$ cat config.mk
export PLATFORM = sky130hd
export DESIGN_NAME = seg7_scan_monitor
export DESIGN_NICKNAME = d
export VERILOG_FILES = /design/src/rtl/seg7_pkg.sv /design/src/rtl/seg7_to_hex.sv /design/src/rtl/seg7_scan_monitor.sv
export SDC_FILE = /design/constraint.sdc
export NUM_CORES = 1
export LEC_CHECK = 0
export BUFFER_PORTS_ARGS = -buffer_cell sky130_fd_sc_hd__buf_2
export CORE_MARGIN = 5
export CORE_UTILIZATION = 40
export CTS_CLUSTER_SIZE = 28
export DETAILED_ROUTE_END_ITERATION = 8
export PLACE_DENSITY_LB_ADDON = 0.1
export SYNTH_ARGS = -nofsm -noshare
export SYNTH_HDL_FRONTEND = slang
export SYNTH_SLANG_ARGS = --single-unit
$ cat constraint.sdc
create_clock -name clk -period 2.1 [get_ports clk]
set_input_delay 0.21 -clock clk [delete_from_list [all_inputs] [get_ports clk]]
set_output_delay 0.21 -clock clk [all_outputs]
set_load 0.005 [all_outputs]
$ cat src/rtl/seg7_pkg.sv
// Shared definitions for the 7-segment display path.
// Glyph table is common to the encoder and the scan monitor.
package seg7_pkg;

    localparam logic [6:0] SEG7_BLANK = 7'h7F;

    // Active-low {g,f,e,d,c,b,a}, indexed by hex value.
    localparam logic [6:0] SEG7_GLYPH [0:15] = '{
        7'h40, 7'h79, 7'h24, 7'h30,
        7'h19, 7'h12, 7'h02, 7'h78,
        7'h00, 7'h10, 7'h08, 7'h03,
        7'h46, 7'h21, 7'h06, 7'h0E
    };

    typedef enum logic [1:0] {
        SCAN_IDLE,
        SCAN_SETTLE,
        SCAN_HELD
    } scan_state_t;

endpackage

$ cat src/rtl/seg7_to_hex.sv
// Reverse lookup of an active-low segment pattern to a hex nibble.
// Exact match only; anything else reports ok=0.
module seg7_to_hex
    import seg7_pkg::*;
(
    input  logic [6:0] pattern,
    output logic [3:0] nibble,
    output logic       ok,
    output logic       blank
);

    always_comb begin
        nibble = 4'h0;
        ok     = 1'b0;
        blank  = (pattern == SEG7_BLANK);
        for (int i = 0; i < 16; i++) begin
            if (pattern == SEG7_GLYPH[i]) begin
                nibble = 4'(i);
                ok     = 1'b1;
            end
        end
    end

endmodule

$ cat src/rtl/seg7_scan_monitor.sv
// Passive monitor of a multiplexed 4-digit 7-segment display.
// Captures each digit once stable and reports a value per full scan.
module seg7_scan_monitor
    import seg7_pkg::*;
#(
    parameter int STABLE_CYCLES  = 8,
    parameter int TIMEOUT_CYCLES = 1048576
) (
    input  logic        clk,
    input  logic        reset,
    input  logic [3:0]  an_n,
    input  logic [6:0]  seg_n,
    output logic [15:0] digits,
    output logic [3:0]  digit_ok,
    output logic [3:0]  digit_blank,
    output logic        frame_valid,
    output logic [15:0] value,
    output logic        frame_err,
    output logic        stale
);

    localparam int TW = $clog2(TIMEOUT_CYCLES + 1);
    localparam logic [TW-1:0] TMAX = TW'(TIMEOUT_CYCLES);
    localparam logic [8:0] STABLE = 9'(STABLE_CYCLES);

    logic [3:0]    an_q;
    logic [6:0]    seg_q;
    scan_state_t   state;
    logic [1:0]    lat_idx;
    logic [6:0]    lat_pat;
    logic [7:0]    count;
    logic          single;
    logic [1:0]    idx;
    logic          same;
    logic          relatch;
    logic          cap;
    logic [3:0]    cap_mask;
    logic [6:0]    pick;
    logic [3:0]    nib;
    logic          ok;
    logic          blank;
    logic [3:0]    seen;
    logic [TW-1:0] idle_cnt;

    always_ff @(posedge clk) begin
        if (reset) begin
            an_q  <= 4'hF;
            seg_q <= SEG7_BLANK;
        end else begin
            an_q  <= an_n;
            seg_q <= seg_n;
        end
    end

    always_comb begin
        single = 1'b1;
        idx    = 2'd0;
        unique case (1'b1)
            (an_q == 4'b1110): idx = 2'd0;
            (an_q == 4'b1101): idx = 2'd1;
            (an_q == 4'b1011): idx = 2'd2;
            (an_q == 4'b0111): idx = 2'd3;
            default:           single = 1'b0;
        endcase
        same    = single && (idx == lat_idx) && (seg_q == lat_pat);
        relatch = single && ((state == SCAN_IDLE) || !same);
        cap     = 1'b0;
        if (single) begin
            if (relatch)
                cap = (STABLE == 9'd1);
            else
                cap = (state == SCAN_SETTLE)
                   && (({1'b0, count} + 9'd1) == STABLE);
        end
        cap_mask = cap ? (4'b0001 << idx) : 4'b0000;
        pick     = relatch ? seg_q : lat_pat;
    end

    seg7_to_hex u_dec (
        .pattern (pick),
        .nibble  (nib),
        .ok      (ok),
        .blank   (blank)
    );

    always_ff @(posedge clk) begin
        if (reset) begin
            state   <= SCAN_IDLE;
            lat_idx <= 2'd0;
            lat_pat <= 7'd0;
            count   <= 8'd0;
        end else if (!single) begin
            state <= SCAN_IDLE;
            count <= 8'd0;
        end else if (relatch) begin
            lat_idx <= idx;
            lat_pat <= seg_q;
            count   <= 8'd1;
            state   <= cap ? SCAN_HELD : SCAN_SETTLE;
        end else if (state == SCAN_SETTLE) begin
            count <= count + 8'd1;
            if (cap)
                state <= SCAN_HELD;
        end
    end

    always_ff @(posedge clk) begin
        if (reset) begin
            digits      <= 16'd0;
            digit_ok    <= 4'd0;
            digit_blank <= 4'd0;
            frame_valid <= 1'b0;
            value       <= 16'd0;
            frame_err   <= 1'b0;
            stale       <= 1'b0;
            seen        <= 4'd0;
            idle_cnt    <= '0;
        end else begin
            frame_valid <= (seen == 4'hF);
            if (seen == 4'hF) begin
                value     <= digits;
                frame_err <= |(~digit_ok & ~digit_blank);
            end
            // A capture landing on the clear starts the next frame.
            seen <= ((seen == 4'hF) ? 4'h0 : seen) | cap_mask;
            if (cap) begin
                digits[{idx, 2'b00} +: 4] <= nib;
                digit_ok[idx]             <= ok;
                digit_blank[idx]          <= blank;
                idle_cnt                  <= '0;
                stale                     <= 1'b0;
            end else if (idle_cnt != TMAX) begin
                idle_cnt <= idle_cnt + TW'(1);
                stale    <= ((idle_cnt + TW'(1)) == TMAX);
            end
        end
    end

endmodule

==> results of run 1 <==
[Yosys cell counts, drive strengths merged (2+ instances only)]
library cell	instances
nand4	12
o211ai	5
a21oi	44
nand3b	6
clkbuf	32
o2bb2ai	3
o22a	2
and4	4
o21bai	3
xor2	21
a31oi	7
or2	14
nand4b	6
buf	13
nor4	4
a32o	2
and3	12
dfxtp	98
and2	6
nand2b	14
o21ai	18
o22ai	10
nor2	71
inv	10
ha	8
o221ai	2
o31ai	2
nor2b	6
nand2	86
mux2i	12
or3	4
xnor2	21
nor3	19
nor4b	4
a211oi	3
nand3	25
[report_power, final]
| part | switching, mW | total (mW) | internal [mW] |
|---|---|---|---|
| Combinational | 0.339 | 0.598 | 0.259 |
| Clock | 0.770 | 1.72 | 0.946 |
| Sequential | 0.0319 | 1.93 | 1.90 |
| Total | 1.14 | 4.24 | 3.10 |
[cell families (layout without fill, tap and decap cells)]
kind of cell	count (synthesis)	in the layout	share of synthesized area
flip-flops	98	98	0.395
AND/OR/NAND/NOR	298	299	0.300
XOR/XNOR	42	42	0.0741
multiplexers	12	12	0.0242
adder cells (fa/ha/maj)	9	9	0.0222
buffers and inverters	55	171	0.0484
AO/OA/AOI/OAI	110	110	0.136
[state kept, by name (all words and copies together), names as in the netlist]
| register | count |
|---|---|
| seen | 4 |
| value | 16 |
| digit_blank | 4 |
| count | 8 |
| lat_idx | 2 |
| seg_q | 7 |
| idle_cnt | 21 |
| digits | 16 |
| stale | 1 |
| state | 2 |
| frame_err | 1 |
| digit_ok | 4 |
| an_q | 4 |
| frame_valid | 1 |
| lat_pat | 7 |
[layer usage]
metal  vias to the layer above  part of all wire  global-route usage
li1                       2382                 -                   -
met2                        91              0.49               0.306
met1                      2209              0.45               0.218
met5                         -                 0                   0
met4                         0             0.021              0.0651
met3                        21             0.037              0.0284
[cell type report]
| type | instances | area (um2) |
|---|---|---|
| Fill cell | 1175 | 5600 |
| Sequential cell | 98 | 1980 |
| Inverter | 10 | 37.5 |
| Clock buffer | 9 | 225 |
| Timing Repair Buffer | 145 | 988 |
| Multi-Input combinational cell | 472 | 2990 |
| Tap cell | 168 | 210 |
| Clock inverter | 7 | 85.1 |
[final timing paths]
check / to / slack (ns) / cells past startpoint
worst max-delay path: digit_ok[1]$_SDFFE_PP0P_ / -0.05 / 9
worst min-delay path: seg_q[3]$_SDFF_PP1_ / 0.04 / 2
worst max register to register: digit_ok[1]$_SDFFE_PP0P_ / -0.05 / 9
worst min register to register: value[9]$_SDFFE_PP0P_ / 0.45 / 2
[worst max-delay path, stage by stage (launching register included)]
cell and delay [ns]:
dfxtp_4 0.36, or4bb_1 0.52, o221ai_2 0.23, and2_4 0.20, buf_6 0.11, and3_4 0.18
buf_4 0.10, buf_6 0.08, mux2i_1 0.17, nor2_1 0.06
[timing repair]
| item | CTS | global route |
|---|---|---|
| endpoints found under the setup margin | 40 | 46 |
| setup buffers | 4 | 12 |
| pin swaps | 12 | 28 |
| cloned | 0 | 1 |
| gates resized for setup | 21 | 55 |
[stage by stage]
step | instances | setup TNS [ns] | hold slack [ns] | util
floorplan | 624 | 0 | 0.314 | -
global placement | 876 | -1.63 | 0.394 | 0.480
detailed placement | 876 | -2.73 | 0.397 | 0.480
CTS | 896 | -0.150 | 0.0310 | 0.514
global route | 909 | -2.81 | 0.0408 | 0.538
finish | 909 | -0.172 | 0.0432 | 0.538
==> flow_metrics.env, run 1 <==
export IMPL_status="complete, but fails checks"
export IMPL_violations="setup timing"
export IMPL_critPathCaptureType="flip-flop"
export IMPL_antenna_found_initial=0
export IMPL_yosysTopAreaCellShare=0.395
export IMPL_layout_nets=757
export IMPL_synth_area_mm2=0.00496
export IMPL_initial_utilization=0.410
export IMPL_drtIter0Drc=208
export IMPL_num_rows=40
export IMPL_grtUsageTotal=0.176
export IMPL_dr_pass1_iters=4
export IMPL_ys_flop_type="dfxtp_1"
export IMPL_finalCritPeriodShare=1.02
export IMPL_clock_latency_ns=0.35
export IMPL_ant_nets=0
export IMPL_vdd_drop_max_v=0.000364
export IMPL_start_kind="flip-flop"
export IMPL_maxSlewHeadroom=0.598
export IMPL_dp_hpwl_um=9310
export IMPL_fin_area_mm2=0.00651
export IMPL_core_area_mm2=0.0121
export IMPL_hold_path_class="in -> reg"
export IMPL_critPathMaxFanout=6
export IMPL_post_synth_cell_area_avg_um2=7.96
export IMPL_hp_start="seg_n[3]"
export IMPL_overflow=0
export IMPL_setup_ws_ns=-0.0507
export IMPL_setup_viol=7
export IMPL_worstSetupPathType="reg -> reg"
export IMPL_grt_pass1_vias=4448
export IMPL_slew_viol_final=0
export IMPL_hold_viol_final=0
export IMPL_max_slew_worst_pin_slew_ns=0.604
export IMPL_cp_arrival_ns=2.37
export IMPL_reg2reg_from="an_q[2]$_SDFF_PP1_"
export IMPL_rsz0062_at_grt="yes"
export IMPL_clockBufferDepth=2
export IMPL_placed_cell_area_mm2=0.00581
export IMPL_root_buffer="clkbuf_16"
export IMPL_cts_num_sinks=98
export IMPL_drive_above_1_share=0.305
export IMPL_clk_pin_slew_worst_paths_ns=0.07
export IMPL_hold_buffers=0
export IMPL_p_total_mw=4.24
export IMPL_antennaDiodeCount=0
export IMPL_synthCells=624
export IMPL_ys_seq_area_frac=0.395
export IMPL_ys_top_cells_by_area="dfxtp_1 40%, nand2_1 6.5%, nor2_1 5.4%"
export IMPL_p_per_area_mw_per_mm2=651
export IMPL_layout_common_cells="89 x dfxtp_1, 81 x nand2_1, 80 x buf_4"
export IMPL_fmax_mhz=465
export IMPL_synth_seq_cells=98
export IMPL_yosysUniqueCellTypes=56
export IMPL_die_w_um=121
export IMPL_io_pins=56
export IMPL_routabilityCongestion=0.868
export IMPL_startpoint="an_q[2]$_SDFF_PP1_"
export IMPL_area_delta_synth_final_pct=31.2
export IMPL_grt_pass1_wl_um=21200
export IMPL_required_ns=2.32
export IMPL_tritoncts="built"
export IMPL_yosys_warnings=0
export IMPL_ys_async_sr_fraction=0
export IMPL_wl_um=12800
export IMPL_pre_cts_ws_ns=-0.201
export IMPL_power_leakage_nw=2.60
export IMPL_cts_max_level=3
export IMPL_wire_per_inst_um=14.1
export IMPL_cts_made_buffers=9
export IMPL_die_area_mm2=0.0147
export IMPL_io_buffer_count=55
export IMPL_synth_nets=645
export IMPL_final_common_cell="dfxtp_1"
export IMPL_viasPerCell=5.17
export IMPL_synth_top_cell_by_area="dfxtp_1"
export IMPL_grt_max_degree=32
export IMPL_period_minus_slack_ns=2.15
export IMPL_vias=4703
export IMPL_die_h_um=121
export IMPL_clock_skew_ns=0.0106
export IMPL_cap_violations=0
export IMPL_route_detailed_drc=0
export IMPL_synth_edff_count=0
No activity file was read; power rests on OpenSTA's default activity.
==> inputs of run 2 (changes only) <==
- clock period: 2.1 -> 2.7 ns (I/O delays scaled with it)
==> run 2 against run 1 <==
Worst setup slack improved by 0.25 ns. First-iteration DRC count increased by 110%. The run now ends clean. Register-to-register slack better by 0.25 ns.
==> flow_metrics.env, run 2 (synthesized netlist as in run 1, its figures left out) <==
export IMPL_num_rows=40
export IMPL_pwr_share_seq=0.434
export IMPL_io_pins=56
export IMPL_vdd_drop_max_v=0.000338
export IMPL_largest_reg_flops=21
export IMPL_area_delta_synth_final_pct=17.4
export IMPL_grt_max_degree=46
export IMPL_core_area_mm2=0.0121
export IMPL_overflow=0
export IMPL_root_buffer="clkbuf_16"
export IMPL_io_buffer_count=55
export IMPL_power_leakage_nw=2.30
export IMPL_die_w_um=121
export IMPL_slew_viol_final=0
export IMPL_setup_ws_ns=0.197
export IMPL_initial_utilization=0.410
export IMPL_top_regs="idle_cnt (21), digits (16), value (16)"
export IMPL_period_minus_slack_ns=2.50
export IMPL_required_ns=2.97
export IMPL_layout_common_cells="98 x dfxtp_1, 86 x nand2_1, 71 x nor2_1"
export IMPL_critPathMaxFanout=5
export IMPL_setup_viol=0
export IMPL_grtUsageTotal=0.165
export IMPL_finalCritPeriodShare=0.927
export IMPL_grt_pass1_wl_um=19900
export IMPL_die_area_mm2=0.0147
export IMPL_start_kind="flip-flop"
export IMPL_final_common_cell="dfxtp_1"
export IMPL_drive_above_1_share=0.168
export IMPL_clkPwrFrac=0.457
export IMPL_dp_hpwl_um=8700
export IMPL_p_total_mw=3.48
export IMPL_place_inst=830
export IMPL_hold_viol_final=0
export IMPL_finalSetupTns_ns=0
export IMPL_wire_per_inst_um=14.0
export IMPL_fin_area_mm2=0.00583
export IMPL_cp_arrival_ns=2.78
export IMPL_crit_family="simple AND/OR/NAND/NOR gates"
export IMPL_p_sw_mw=0.842
export IMPL_slowest_stage="a2111oi_0"
export IMPL_clk_pin_slew_worst_paths_ns=0.07
export IMPL_route_detailed_drc=0
export IMPL_wl_um=11900
export IMPL_cts_made_buffers=9
export IMPL_cp_cell_sequence="ha_1 > or2_0 > a2111oi_0 > and3_1 > nand3_1 > or3_1 > o22ai_1"
export IMPL_routabilityCongestion=0.832
export IMPL_hold_path_class="in -> reg"
export IMPL_cap_violations=0
export IMPL_ant_nets=0
export IMPL_drtIter0Drc=442
export IMPL_cts_num_sinks=98
export IMPL_viasPerCell=5.15
export IMPL_regMostFlops="idle_cnt"
export IMPL_hold_buffers=0
export IMPL_placed_cell_area_mm2=0.00546
export IMPL_vias=4360
export IMPL_p_comb_frac=0.110
export IMPL_antennaDiodeCount=0
export IMPL_cp_num_buf_inv=0
export IMPL_pre_cts_ws_ns=0.169
export IMPL_antenna_found_initial=0
export IMPL_maxSlewHeadroom=0.506
export IMPL_fmax_mhz=400
export IMPL_max_slew_worst_pin_slew_ns=0.741
export IMPL_critPathMaxStageDelay_ns=0.53
export IMPL_cts_setup_buffers=0
export IMPL_rsz0062_at_grt="no"
export IMPL_power_internal_mw=2.64
export IMPL_clock_skew_ns=0.00710
export IMPL_clockBufferDepth=2
export IMPL_tritoncts="built"
export IMPL_worstSetupPathType="reg -> reg"
export IMPL_p_per_area_mw_per_mm2=597
export IMPL_post_cts_resized=0
export IMPL_status="finished, final reports clean"
export IMPL_critPathCaptureType="flip-flop"
export IMPL_clock_latency_ns=0.35
export IMPL_sw_frac_of_total=0.242
export IMPL_fin_cells=846
export IMPL_die_h_um=121
export IMPL_dr_pass1_iters=4
export IMPL_grt_pass1_vias=4025
export IMPL_cts_max_level=3
export IMPL_layout_nets=694
## run 2: cell count changes in the layout (fill, tap and decap cells not counted), moves of 6 or more
cell / before / now
buf_6: 10 / 0
a21oi_2: 6 / 0
o21ai_0: 11 / 18
and3_4: 7 / 0
dfxtp_2: 8 / 0
o21ai_1: 7 / 0
a21oi_1: 37 / 44
buf_4: 80 / 28
dfxtp_1: 89 / 98
and3_1: 5 / 11
## run 2: cell type report
class / instances / area (um2)
clock buffers: 9 / 225
clock inverters: 7 / 146
fillers: 1224 / 6280
inverters: 10 / 37.5
multi-input cells: 471 / 2760
flip-flops and latches: 98 / 1960
well taps: 168 / 210
repair buffers: 83 / 485
## run 2: path summary, 6_finish.rpt
kind                          startpoint  cells after the start                endpoint  slack (ns)
setup / recovery   count[0]$_SDFFE_PP0P_                      7  digits[9]$_SDFFE_PP0P_        0.20
hold / removal                  seg_n[3]                      2     seg_q[3]$_SDFF_PP1_         0.1
setup reg to reg   count[0]$_SDFFE_PP0P_                      7  digits[9]$_SDFFE_PP0P_        0.20
hold reg to reg   value[14]$_SDFFE_PP0P_                      2  value[14]$_SDFFE_PP0P_        0.45
## run 2: metrics by stage
step	utilization	hold slack (ns)
floorplan	-	0.374
global placement	0.451	0.439
detailed placement	0.451	0.443
CTS	0.481	0.0835
global route	0.481	0.0949
finish	0.481	0.0978
## run 2: routing by layer
| layer | track usage | vias to the layer above | share of wire |
|---|---|---|---|
| li1 | - | 2261 | - |
| met1 | 0.226 | 2002 | 0.49 |
| met2 | 0.262 | 83 | 0.45 |
| met3 | 0.0284 | 14 | 0.040 |
| met4 | 0.0546 | 0 | 0.015 |
| met5 | 0 | - | 0 |
## run 2: power groups by stage
stage / combinational [mW] / clock, mW / sequential, mW
finish: 0.382 / 1.59 / 1.51
global route: 0.425 / 1.69 / 1.51
CTS: 0.381 / 1.63 / 1.51
detailed placement: 0.379 / 0 / 1.54
global placement: 0.374 / 0 / 1.54
floorplan: 0.271 / 0 / 1.53
==> inputs of run 3 (changes only) <==
- GPL_TIMING_DRIVEN: unset -> 0
==> run 3 against run 2 <==
First-iteration DRC count down 40%. Largest cell class unchanged. Cell count up 1.3%. Hold slack worse by 0.0095 ns. Cell area down 1.9%. Worst setup slack better by 0.030 ns. Largest power group is now sequential cells. Total power down 11%. Clock skew up 0.0016 ns. Critical path type unchanged. Non-clock buffer count up 11. Routed wire length up 3.0%.
==> flow_metrics.env, run 3 (synthesized netlist as in run 1, its figures left out) <==
export IMPL_rsz0062_at_grt="yes"
export IMPL_cts_max_level=3
export IMPL_final_common_cell="dfxtp_1"
export IMPL_layout_common_cells="97 x dfxtp_1, 86 x nand2_1, 71 x nor2_1"
export IMPL_use_met2=0.259
export IMPL_io_pins=56
export IMPL_setup_ws_ns=0.227
export IMPL_cts_num_sinks=98
export IMPL_vdd_drop_max_v=0.000289
export IMPL_grt_max_degree=16
export IMPL_fmax_mhz=404
export IMPL_power_internal_mw=2.26
export IMPL_overflow=0
export IMPL_sw_frac_of_total=0.268
export IMPL_drtIter0Drc=267
export IMPL_clkPwrFrac=0.393
export IMPL_grtUsageTotal=0.174
export IMPL_slew_viol_final=0
export IMPL_multi_input_area_mm2=0.00278
export IMPL_cap_violations=0
export IMPL_io_buffer_count=55
export IMPL_clock_skew_ns=0.00874
export IMPL_ant_nets=0
export IMPL_whs_ns=0.0882
export IMPL_setup_viol=0
export IMPL_viasPerCell=5.11
export IMPL_hold_path_class="in -> reg"
export IMPL_clock_latency_ns=0.36
export IMPL_placed_cell_area_mm2=0.00545
export IMPL_status="finished, final reports clean"
export IMPL_pwr_share_seq=0.492
export IMPL_wl_um=12200
export IMPL_num_rows=40
export IMPL_die_area_mm2=0.0147
export IMPL_p_sw_mw=0.825
export IMPL_crit_family="simple AND/OR/NAND/NOR gates"
export IMPL_cp_cell_sequence="ha_1 > or2_0 > a2111oi_2 > and3_1 > buf_2 > and3_1 > nand4_1 > o22ai_1"
export IMPL_p_total_mw=3.08
export IMPL_hold_viol_final=0
export IMPL_finalSetupTns_ns=0
export IMPL_cp_arrival_ns=2.75
export IMPL_dp_hpwl_um=9090
export IMPL_required_ns=2.98
export IMPL_utilization=0.472
export IMPL_root_buffer="clkbuf_16"
export IMPL_use_met1=0.241
export IMPL_routabilityCongestion=0.834
export IMPL_critPathMaxStageDelay_ns=0.41
export IMPL_critPathCaptureType="flip-flop"
export IMPL_period_minus_slack_ns=2.47
export IMPL_cts_made_buffers=9
export IMPL_area_delta_synth_final_pct=15.2
export IMPL_drive_above_1_share=0.147
export IMPL_maxSlewHeadroom=0.571
export IMPL_grt_pass1_vias=4176
export IMPL_power_leakage_nw=2.20
export IMPL_largest_reg_flops=21
export IMPL_cp_num_buf_inv=1
export IMPL_place_inst=847
export IMPL_antennaDiodeCount=0
export IMPL_crit_top_cell="and3_1"
export IMPL_worstSetupPathType="reg -> reg"
export IMPL_clk_pin_slew_worst_paths_ns=0.07
export IMPL_vias=4380
export IMPL_slowest_stage="a2111oi_2"
export IMPL_initial_utilization=0.410
export IMPL_regMostFlops="idle_cnt"
export IMPL_busiest_layer="met2"
export IMPL_max_slew_worst_pin_slew_ns=0.641
export IMPL_p_comb_frac=0.115
export IMPL_finalCritPeriodShare=0.916
export IMPL_wire_per_inst_um=14.3
export IMPL_die_w_um=121
export IMPL_nFillCells=1250
export IMPL_met3_usage=0.0410
export IMPL_core_area_mm2=0.0121
export IMPL_top_regs="idle_cnt (21), digits (16), value (16)"
export IMPL_grt_pass1_wl_um=20700
export IMPL_tritoncts="built"
export IMPL_dr_pass1_iters=5
export IMPL_route_detailed_drc=0
export IMPL_pre_cts_ws_ns=-0.0360
export IMPL_die_h_um=121
export IMPL_fin_area_mm2=0.00572
export IMPL_critPathMaxFanout=10
export IMPL_start_kind="flip-flop"
export IMPL_clockBufferDepth=2
export IMPL_antenna_found_initial=0
export IMPL_layout_nets=705
export IMPL_fin_cells=857
export IMPL_p_per_area_mw_per_mm2=539
export IMPL_seqCellArea_mm2=0.00196
[run 3: path summary, 6_finish.rpt]
kind / start / to / slack, ns / cells after the start
worst max-delay path: count[0]$_SDFFE_PP0P_ / digits[6]$_SDFFE_PP0P_ / 0.23 / 8
worst min-delay path: seg_n[5] / seg_q[5]$_SDFF_PP1_ / 0.09 / 2
worst max register to register: count[0]$_SDFFE_PP0P_ / digits[6]$_SDFFE_PP0P_ / 0.23 / 8
worst min register to register: value[3]$_SDFFE_PP0P_ / value[3]$_SDFFE_PP0P_ / 0.45 / 2
[run 3: repair_timing]
action	CTS	global route
resized for setup	1	4
setup endpoints to repair	13	38
setup buffers	0	0
hold buffers	0	0
[run 3: area by class of cell]
cell class	instances	area share
well taps	168	0.0368
clock buffers	12	0.0431
plain buffers	39	0.0315
repair buffers	55	0.0481
inverters	10	0.00656
clock inverters	4	0.00481
multi-input cells	471	0.486
flip-flops and latches	98	0.343
[run 3: metal layers]
metal  vias up  part of all wire
met5         -                 0
met4         0             0.017
met3        14             0.047
met2        89              0.45
met1      1999              0.49
li1       2278                 -
[run 3: power by group through the flow]
stage | Combinational [mW] | Sequential [mW] | Clock, mW
finish | 0.355 | 1.52 | 1.21
global route | 0.393 | 1.52 | 1.33
CTS | 0.368 | 1.50 | 1.25
detailed placement | 0.365 | 1.54 | 0
global placement | 0.359 | 1.53 | 0
floorplan | 0.271 | 1.53 | 0
